File: src/rtl/ps2_pkg.sv
// ps2_pkg: scan codes, direction indices, receiver states and key lookup for the PS/2 key decoder
package ps2_pkg;
    localparam logic [7:0] SC_EXT      = 8'hE0;
    localparam logic [7:0] SC_BRK      = 8'hF0;
    localparam logic [7:0] SC_P1_UP    = 8'h75;
    localparam logic [7:0] SC_P1_DOWN  = 8'h72;
    localparam logic [7:0] SC_P1_LEFT  = 8'h6B;
    localparam logic [7:0] SC_P1_RIGHT = 8'h74;
    localparam logic [7:0] SC_P1_SHOOT = 8'h29;
    localparam logic [7:0] SC_P2_UP    = 8'h1D;
    localparam logic [7:0] SC_P2_DOWN  = 8'h1B;
    localparam logic [7:0] SC_P2_LEFT  = 8'h1C;
    localparam logic [7:0] SC_P2_RIGHT = 8'h23;
    localparam logic [7:0] SC_P2_SHOOT = 8'h2B;

    localparam int DIR_DOWN  = 0;
    localparam int DIR_UP    = 1;
    localparam int DIR_LEFT  = 2;
    localparam int DIR_RIGHT = 3;

    // held-key vector layout: [3:0] p1 dirs, [4] p1 shoot, [8:5] p2 dirs, [9] p2 shoot
    localparam int K_P1_SHOOT = 4;
    localparam int K_P2_BASE  = 5;
    localparam int K_P2_SHOOT = 9;

    typedef enum logic [1:0] {IDLE, SHIFT, DONE} rx_state_t;

    function automatic logic [9:0] key_mask(input logic ext, input logic [7:0] code);
        logic [9:0] m;
        m = '0;
        case ({ext, code})
            {1'b1, SC_P1_UP}:    m[DIR_UP] = 1'b1;
            {1'b1, SC_P1_DOWN}:  m[DIR_DOWN] = 1'b1;
            {1'b1, SC_P1_LEFT}:  m[DIR_LEFT] = 1'b1;
            {1'b1, SC_P1_RIGHT}: m[DIR_RIGHT] = 1'b1;
            {1'b0, SC_P1_SHOOT}: m[K_P1_SHOOT] = 1'b1;
            {1'b0, SC_P2_UP}:    m[K_P2_BASE + DIR_UP] = 1'b1;
            {1'b0, SC_P2_DOWN}:  m[K_P2_BASE + DIR_DOWN] = 1'b1;
            {1'b0, SC_P2_LEFT}:  m[K_P2_BASE + DIR_LEFT] = 1'b1;
            {1'b0, SC_P2_RIGHT}: m[K_P2_BASE + DIR_RIGHT] = 1'b1;
            {1'b0, SC_P2_SHOOT}: m[K_P2_SHOOT] = 1'b1;
            default:             m = '0;
        endcase
        return m;
    endfunction

    function automatic logic [3:0] dir_prio(input logic [3:0] d);
        return d[DIR_UP]    ? 4'b0010 :
               d[DIR_DOWN]  ? 4'b0001 :
               d[DIR_LEFT]  ? 4'b0100 :
               d[DIR_RIGHT] ? 4'b1000 : 4'b0000;
    endfunction
endpackage

File: src/rtl/ps2_rx.sv
// ps2_rx: PS/2 pin synchronizer, frame receiver FSM and inter-edge timeout
module ps2_rx
    import ps2_pkg::*;
#(
    parameter int TIMEOUT_CYCLES = 50000
) (
    input  logic       clk_i,
    input  logic       reset_i,
    input  logic       ps2_clk_i,
    input  logic       ps2_data_i,
    output logic [7:0] byte_o,
    output logic       byte_valid_o,
    output logic       frame_error_o
);
    localparam int TW = $clog2(TIMEOUT_CYCLES + 1);

    logic [1:0]    clk_sync, data_sync;
    logic          clk_prev, fall, din;
    rx_state_t     state;
    logic [3:0]    bit_cnt;
    logic [8:0]    sr;
    logic [TW-1:0] to_cnt;

    assign fall = !clk_sync[1] && clk_prev;
    assign din  = data_sync[1];

    always_ff @(posedge clk_i) begin
        if (reset_i) begin
            clk_sync      <= 2'b11;
            data_sync     <= 2'b11;
            clk_prev      <= 1'b1;
            state         <= IDLE;
            bit_cnt       <= '0;
            sr            <= '0;
            to_cnt        <= '0;
            byte_o        <= '0;
            byte_valid_o  <= 1'b0;
            frame_error_o <= 1'b0;
        end else begin
            clk_sync      <= {clk_sync[0], ps2_clk_i};
            data_sync     <= {data_sync[0], ps2_data_i};
            clk_prev      <= clk_sync[1];
            byte_valid_o  <= 1'b0;
            frame_error_o <= 1'b0;
            to_cnt        <= (fall || state != SHIFT) ? '0 : to_cnt + 1'b1;
            case (state)
                IDLE: begin
                    if (fall) begin
                        if (!din) begin
                            state   <= SHIFT;
                            bit_cnt <= '0;
                        end else begin
                            frame_error_o <= 1'b1;
                        end
                    end
                end
                SHIFT: begin
                    if (fall) begin
                        // sr holds data LSB-first in [7:0] and parity in [8] by the stop edge
                        if (bit_cnt == 4'd9) begin
                            if (din && ^sr) begin
                                state  <= DONE;
                                byte_o <= sr[7:0];
                            end else begin
                                state         <= IDLE;
                                frame_error_o <= 1'b1;
                            end
                        end else begin
                            sr      <= {din, sr[8:1]};
                            bit_cnt <= bit_cnt + 4'd1;
                        end
                    end else if (to_cnt == TW'(TIMEOUT_CYCLES - 1)) begin
                        state         <= IDLE;
                        frame_error_o <= 1'b1;
                    end
                end
                DONE: begin
                    byte_valid_o <= 1'b1;
                    state        <= IDLE;
                end
                default: state <= IDLE;
            endcase
        end
    end
endmodule

File: src/rtl/ps2_key_decoder.sv
// ps2_key_decoder: turns PS/2 scan codes into held-key levels for the two tank players
module ps2_key_decoder
    import ps2_pkg::*;
#(
    parameter int TIMEOUT_CYCLES = 50000
) (
    input  logic       clk_i,
    input  logic       reset_i,
    input  logic       ps2_clk_i,
    input  logic       ps2_data_i,
    output logic [3:0] player_1_move_o,
    output logic [3:0] player_2_move_o,
    output logic       player_1_shoot_o,
    output logic       player_2_shoot_o,
    output logic       frame_error_o
);
    logic [7:0] rx_byte;
    logic       rx_valid, ext, brk, is_key;
    logic [9:0] held, held_next, mask;

    ps2_rx #(.TIMEOUT_CYCLES(TIMEOUT_CYCLES)) u_rx (
        .clk_i        (clk_i),
        .reset_i      (reset_i),
        .ps2_clk_i    (ps2_clk_i),
        .ps2_data_i   (ps2_data_i),
        .byte_o       (rx_byte),
        .byte_valid_o (rx_valid),
        .frame_error_o(frame_error_o)
    );

    assign mask      = key_mask(ext, rx_byte);
    assign is_key    = rx_valid && rx_byte != SC_EXT && rx_byte != SC_BRK;
    assign held_next = !is_key ? held : brk ? held & ~mask : held | mask;

    always_ff @(posedge clk_i) begin
        if (reset_i) begin
            ext              <= 1'b0;
            brk              <= 1'b0;
            held             <= '0;
            player_1_move_o  <= '0;
            player_2_move_o  <= '0;
            player_1_shoot_o <= 1'b0;
            player_2_shoot_o <= 1'b0;
        end else begin
            // prefixes accumulate until any key code, mapped or not, consumes them
            ext              <= (rx_valid && rx_byte == SC_EXT) ? 1'b1 : is_key ? 1'b0 : ext;
            brk              <= (rx_valid && rx_byte == SC_BRK) ? 1'b1 : is_key ? 1'b0 : brk;
            held             <= held_next;
            player_1_move_o  <= dir_prio(held_next[3:0]);
            player_2_move_o  <= dir_prio(held_next[K_P2_BASE +: 4]);
            player_1_shoot_o <= held_next[K_P1_SHOOT];
            player_2_shoot_o <= held_next[K_P2_SHOOT];
        end
    end
endmodule
File: config.mk
export PLATFORM = sky130hd
export DESIGN_NAME = ps2_key_decoder
export DESIGN_NICKNAME = d
export VERILOG_FILES = /design/src/rtl/ps2_pkg.sv /design/src/rtl/ps2_rx.sv /design/src/rtl/ps2_key_decoder.sv
export SDC_FILE = /design/constraint.sdc
export NUM_CORES = 1
export LEC_CHECK = 0
export ABC_AREA = 1
export CAP_MARGIN = 10
export CORE_MARGIN = 2
export CORE_UTILIZATION = 59
export DETAILED_ROUTE_END_ITERATION = 16
export PLACE_DENSITY_LB_ADDON = 0.3
export SLEW_MARGIN = 20
export SYNTH_ARGS = -nofsm -noshare
export SYNTH_HDL_FRONTEND = slang
export SYNTH_SLANG_ARGS = --single-unit
export TNS_END_PERCENT = 5
File: constraint.sdc
create_clock -name clk_i -period 2.3 [get_ports clk_i]
set_input_delay 0.23 -clock clk_i [delete_from_list [all_inputs] [get_ports clk_i]]
set_output_delay 0.23 -clock clk_i [all_outputs]
set_load 0.01 [all_outputs]
==> results of run 1 <==
[layer usage]
layer	up-vias	GRT usage, %
met3	7	5.33
met1	1209	26.0
met5	-	0
met2	52	38.1
li1	1418	-
met4	0	11.1
[cell families after synthesis]
group	synth area share, %
compound gates	9.66
simple gates	35.4
buf+inv	9.86
fa+ha+maj	1.23
flops	41.9
xor+xnor	2.00
[final cells by class]
class	instances	area [um^2]
Fill cell	443	1650
Clock inverter	1	5.00
Tap cell	70	87.6
Inverter	63	236
Clock buffer	13	149
Sequential cell	64	1280
Multi-Input combinational cell	301	1480
Timing Repair Buffer	16	155
[synthesized netlist by cell type]
| library cell | number | share of area, % |
|---|---|---|
| a211oi_1 | 1 | 0.25 |
| a21o_2 | 1 | 0.29 |
| a21oi_1 | 27 | 4.4 |
| a31oi_1 | 1 | 0.20 |
| and3_1 | 1 | 0.20 |
| buf_1 | 1 | 0.12 |
| buf_2 | 1 | 0.16 |
| buf_4 | 2 | 0.49 |
| buf_6 | 2 | 0.74 |
| clkbuf_1 | 5 | 0.61 |
| clkinv_1 | 1 | 0.12 |
| dfxtp_1 | 64 | 42 |
| ha_1 | 3 | 1.2 |
| inv_1 | 59 | 7.2 |
| inv_2 | 3 | 0.37 |
| nand2_1 | 103 | 13 |
| nand2_2 | 4 | 0.82 |
| nand2_4 | 1 | 0.37 |
| nand3_1 | 19 | 3.1 |
| nand3_4 | 1 | 0.57 |
| nand3b_4 | 1 | 0.65 |
| nand4_1 | 15 | 3.1 |
| nor2_1 | 58 | 7.1 |
| nor2_2 | 6 | 1.2 |
| nor2_4 | 1 | 0.37 |
| nor3_1 | 14 | 2.3 |
| nor3_2 | 2 | 0.65 |
| nor3b_2 | 1 | 0.41 |
| nor4_1 | 1 | 0.20 |
| o211a_1 | 1 | 0.33 |
| o21ai_0 | 21 | 3.4 |
| o21ai_1 | 1 | 0.16 |
| o21ai_2 | 2 | 0.57 |
| or2_2 | 8 | 1.6 |
| xnor2_1 | 4 | 1.1 |
| xor2_1 | 3 | 0.86 |
[worst min-delay path by stage]
stage,from,endpoint,slack (ns),depth (start not counted)
2_1_floorplan,ps2_clk_i,u_rx.clk_sync[0]$_SDFF_PP1_,0.33,1
3_3_place_gp,u_rx.data_sync[0]$_SDFF_PP1_,u_rx.data_sync[1]$_SDFF_PP1_,0.39,1
3_5_place_dp,u_rx.data_sync[0]$_SDFF_PP1_,u_rx.data_sync[1]$_SDFF_PP1_,0.40,1
4_1_cts,u_rx.data_sync[0]$_SDFF_PP1_,u_rx.data_sync[1]$_SDFF_PP1_,0.41,1
5_1_grt,u_rx.data_sync[0]$_SDFF_PP1_,u_rx.data_sync[1]$_SDFF_PP1_,0.42,1
6_report,u_rx.data_sync[0]$_SDFF_PP1_,u_rx.data_sync[1]$_SDFF_PP1_,0.41,1
[registers in the layout, summed over array words and instances, names as in the netlist, 2 cells and up, named ones only]
| signal | count |
|---|---|
| held | 8 |
| player_1_move_o | 3 |
| player_2_move_o | 3 |
| u_rx.bit_cnt | 4 |
| u_rx.byte_o | 8 |
| u_rx.clk_sync | 2 |
| u_rx.data_sync | 2 |
| u_rx.sr | 9 |
| u_rx.state | 2 |
| u_rx.to_cnt | 16 |
[power breakdown]
| part | internal [mW] | switching [mW] | total [mW] |
|---|---|---|---|
| registers | 1.11 | 0.00330 | 1.12 |
| clock network | 0.408 | 0.387 | 0.795 |
| logic | 0.0195 | 0.0324 | 0.0519 |
| total | 1.54 | 0.423 | 1.96 |
[worst reg2reg max path: stages, from the launching register on]
cell     delay, ns
dfxtp_1       0.44
nor2_2        0.07
nand2_2       0.10
o21ai_2       0.08
nor2_2        0.42
inv_2         0.19
nand2_1       0.12
nand2_1       0.08
nor2_1        0.09
nand2_1       0.07
nor2_1        0.09
==> results_dict.tcl, run 1 <==
set metrics [dict create \
    cts_root_buffer "clkbuf_8" \
    fin_nets 462 \
    cap_violations 0 \
    maxSlewHeadroom_pct 61.4 \
    h-tree-depth 3 \
    area_growth_pct 10.8 \
    crit_buf_inv 1 \
    holdWs_ns 0.410 \
    die_h_um 76.0 \
    layout_commonest_cell "nand2_1" \
    fin_area_um2 3390 \
    power_mw 1.96 \
    yosysSeqAreaShare_pct 41.9 \
    p_leak_nw 1.39 \
    wl_met2_um 2810 \
    r2r_cells 10 \
    max-vdd-ir-drop_mv 0.403 \
    fin_ws_ns 0.507 \
    layout_common_cells "nand2_1 (103), dfxtp_1 (64), inv_1 (59)" \
    viasPerCell 5.09 \
    critPathRequiredTime_ns 2.57 \
    finalSetupViolations 0 \
    fin_cells 528 \
    wl_met3_um 242 \
    syn_area_um2 3060 \
    fmaxAchievable_ghz 0.558 \
    critPathMostFrequentCell "nand2_1" \
    pre_cts_ws_ns 0.583 \
    grt_max_degree 26 \
    cts_made_buffers 9 \
    setup_tns_ns 0 \
    final_hold_viol_count 0 \
    slowest_delay_ns 0.44 \
    syn_inst 439 \
    maxUsedRoutingLayer "met4" \
    final_util_pct 67.2 \
    die_x_um 76.0 \
    skew_ns 0.00509 \
    p_per_area_nw_per_um2 580 \
    routed_wl_um 5820 \
    synth.distinct_cells 36 \
    r2r-start "u_rx.byte_o[0]$_SDFFE_PP0P_" \
    cts_sinks 64 \
    drtPass1Iterations 5 \
    syn-num-nets 446 \
    track_usage_pct 22.2 \
    cp_data_arrival_time_ns 2.06 \
    vias 2686 \
    timing.rr.end "player_2_move_o[3]$_SDFF_PP0_" \
    slew_violations 0 \
    core_area_um2 5040 \
    clk_pin_slew_ns 0.06 \
    wl_per_cell_um 11.0 \
    fin_crit_sh_pct 78.0 \
    gp_congestion 0.849 \
    min_period_ns 1.79 \
    start_util_pct 60.6 \
    ys_ff_latch 64 \
    crit_type "reg2reg" \
    ctsResizeCount 0 \
    path_cells "nor2_2 -> nand2_2 -> o21ai_2 -> nor2_2 -> inv_2 -> nand2_1 -> nand2_1 -> nor2_1 -> nand2_1 -> nor2_1" \
    status "finished, final reports clean" \
    cp_slowest_cell "dfxtp_1" \
    worstHoldPathType "reg2reg" \
    io_pins 15 \
    dieArea_um2 5770 \
    rsz0062_at_grt "no" \
    grt_first_pass_wirelength_um 10500 \
    cp_max_fo 12 \
    place_area_um2 3240 \
    worst-path-stages 10 \
    placed_cells 514 \
    clk_latency_ns 0.33 \
    drtIter0Drc 149 \
    postCtsHoldBufs 0 \
    cp-end-kind "flop" \
    row_count 26 \
    m1WireLength_um 2700 \
    critical_path.top_delay_family "simple AND/OR/NAND/NOR gates" \
    cp-start-kind "flop" \
    drive_gt1_share_pct 9.61 \
    drtAntennaViolNets 0 \
    crit_start "u_rx.byte_o[0]$_SDFFE_PP0P_" \
    yosysWarnings 0 \
    crit_path_end "player_2_move_o[3]$_SDFF_PP0_" \
    overflow 0 \
    diodes 0 \
    place_hpwl_um 4140 \
    cts_max_path_buffers 2 \
    worstMarginPinSlew_ns 0.577 \
    drc 0 \
    first_global_vias 2621 \
    syn_area_per_cell_um2 6.97 \
    post-cts-setup-buffer-count 0 \
    antenna_found_initial 0 \
    cts_tree "done" \
    ff2ff_setup_slack_ns 0.51 \
    port_buffers 14 \
]
Power figures use the tool's default switching activity.
==> inputs of run 2 (changes only) <==
--- a/config.mk
+++ b/config.mk
@@ -8,7 +8,7 @@
 export ABC_AREA = 1
 export CAP_MARGIN = 10
 export CORE_MARGIN = 2
-export CORE_UTILIZATION = 59
+export CORE_UTILIZATION = 54
 export DETAILED_ROUTE_END_ITERATION = 16
 export PLACE_DENSITY_LB_ADDON = 0.3
 export SLEW_MARGIN = 20
==> constraint.sdc (replaced) <==
create_clock -name clk_i -period 1.4 [get_ports clk_i]
set_input_delay 0.14 -clock clk_i [delete_from_list [all_inputs] [get_ports clk_i]]
set_output_delay 0.14 -clock clk_i [all_outputs]
set_load 0.01 [all_outputs]
==> run 2 against run 1 <==
Net effect:
- the flow now finishes with violations (negative setup slack)
- power is 74% higher
- wire length grew 23%
- final cell count increased by 9.3%
- core utilization increased by 6.7 points
- worst setup slack worse by 0.65 ns
- critical path depth rose by 1
- sequential cell count is the same
- maximum frequency up 16%
- combinational power grew 110%
- die area rose by 8.8%
- register-to-register slack got worse by 0.65 ns
- largest cell class unchanged
- largest power group unchanged
==> results_dict.tcl, run 2 (same netlist as run 1, synthesis figures left out) <==
set metrics [dict create \
    cts_root_buffer "clkbuf_8" \
    dieArea_um2 6280 \
    vias 2962 \
    h-tree-depth 3 \
    diodes 0 \
    power_mw 3.42 \
    first_global_vias 2770 \
    fin_crit_sh_pct 110 \
    worstHoldPathType "in2reg" \
    rsz0062_at_grt "yes" \
    row_count 27 \
    io_pins 15 \
    fin_cells 577 \
    cp-start-kind "flop" \
    status "finished, violations left" \
    drtPass1Iterations 5 \
    cts_max_path_buffers 2 \
    cts_tree "done" \
    top_register "u_rx.to_cnt" \
    finalSetupViolations 19 \
    final_util_pct 73.9 \
    fmaxAchievable_ghz 0.649 \
    layout_common_cells "nand2_1 (91), inv_1 (55), dfxtp_1 (50)" \
    die_x_um 79.3 \
    viasPerCell 5.13 \
    cts_sinks 64 \
    placed_cells 548 \
    p_per_area_nw_per_um2 846 \
    min_period_ns 1.54 \
    pre_cts_ws_ns -0.195 \
    die_h_um 79.3 \
    nFillCells 391 \
    routed_wl_um 7180 \
    postCtsHoldBufs 0 \
    crit_type "reg2reg" \
    antenna_found_initial 0 \
    violations "negative setup slack" \
    place_hpwl_um 4450 \
    clk_latency_ns 0.34 \
    drc 0 \
    reg_top3 "u_rx.to_cnt x16, u_rx.sr x9" \
    critPathRequiredTime_ns 1.68 \
    cp-end-kind "flop" \
    grt_max_degree 26 \
    overflow 0 \
    fin_nets 507 \
    cap_violations 0 \
    p_leak_nw 1.76 \
    grt_first_pass_wirelength_um 11200 \
    port_buffers 14 \
    final_hold_viol_count 0 \
    maxSlewHeadroom_pct 73.7 \
    gp_congestion 0.888 \
    slew_violations 0 \
    largest_register_ffs 16 \
    drtAntennaViolNets 0 \
    fin_ws_ns -0.140 \
    skew_ns 0.00936 \
    cts_made_buffers 9 \
    clk_pin_slew_ns 0.07 \
    cp_data_arrival_time_ns 1.82 \
    drtIter0Drc 264 \
    cp_max_fo 5 \
    track_usage_pct 22.3 \
    wl_per_cell_um 12.4 \
    layout_commonest_cell "nand2_1" \
    core_area_um2 5470 \
    max-vdd-ir-drop_mv 0.781 \
    area_growth_pct 32.3 \
    start_util_pct 55.9 \
    drive_gt1_share_pct 28.9 \
    worstMarginPinSlew_ns 0.391 \
]
[run 2: changes by cell type in the layout (fill, tap and decap cells not counted), moves of 9 or more]
cell	previous run	this run
buf_4	2	40
dfxtp_1	64	50
dfxtp_2	0	12
nand2_1	103	91
nor2_1	58	47
nand2_2	4	13
[run 2: stage by stage]
stage / hold slack, ns / instance area [um^2] / setup TNS, ns
detailed placement: 0.398 / 3530 / -0.699
global placement: 0.393 / 3530 / -0.134
finish: 0.364 / 4050 / -1.07
global route: 0.374 / 4050 / -4.28
CTS: 0.356 / 3790 / -0.736
floorplan: 0.244 / 3060 / -0.0515
[run 2: routing by layer]
metal  track usage [%]  part of all wire (%)
met5                 0                     0
met4              11.2                   2.2
met3              4.43                   5.1
met2              38.6                    50
met1              26.2                    42
[run 2: layout make-up]
class / instances / area, um^2 / area share, %
repair buffers: 60 / 548 / 13.5
well taps: 72 / 90.1 / 2.23
multi-input cells: 302 / 1680 / 41.5
flip-flops and latches: 64 / 1300 / 32.2
clock buffers: 13 / 169 / 4.18
inverters: 63 / 239 / 5.91
clock inverters: 3 / 15.0 / 0.371
[run 2: report_power, final]
group          internal, mW  leakage (nW)  total (mW)  switching, mW
clock network         0.780        0.0992        1.48          0.700
registers              1.83         0.524        1.83        0.00533
logic                0.0480          1.14       0.111         0.0629
[run 2: what timing repair did]
action | CTS | global route
pin swaps | 8 | 23
setup buffers | 4 | 8
setup endpoints to repair | 19 | 49
gates resized for setup | 16 | 66
gates cloned | 0 | 1
[run 2: worst max-delay path: stages, from the launching register on]
cell and delay [ns]:
dfxtp_2 0.39, nand2_2 0.09, inv_1 0.08, nand2_2 0.08
o21ai_4 0.20, nor2_4 0.09, buf_6 0.13, nand2_1 0.09
nand2_2 0.08, nor2_1 0.09, nand2_1 0.07, nor2_1 0.10
[run 2: worst paths after layout]
kind,start,endpoint,slack (ns),depth (start not counted)
worst max-delay path,u_rx.byte_o[6]$_SDFFE_PP0P_,player_1_move_o[2]$_SDFF_PP0_,-0.14,11
worst min-delay path,ps2_data_i,u_rx.data_sync[0]$_SDFF_PP1_,0.36,2
worst min register to register,u_rx.clk_sync[0]$_SDFF_PP1_,u_rx.clk_sync[1]$_SDFF_PP1_,0.41,1
worst max register to register,u_rx.byte_o[6]$_SDFFE_PP0P_,player_1_move_o[2]$_SDFF_PP0_,-0.14,11
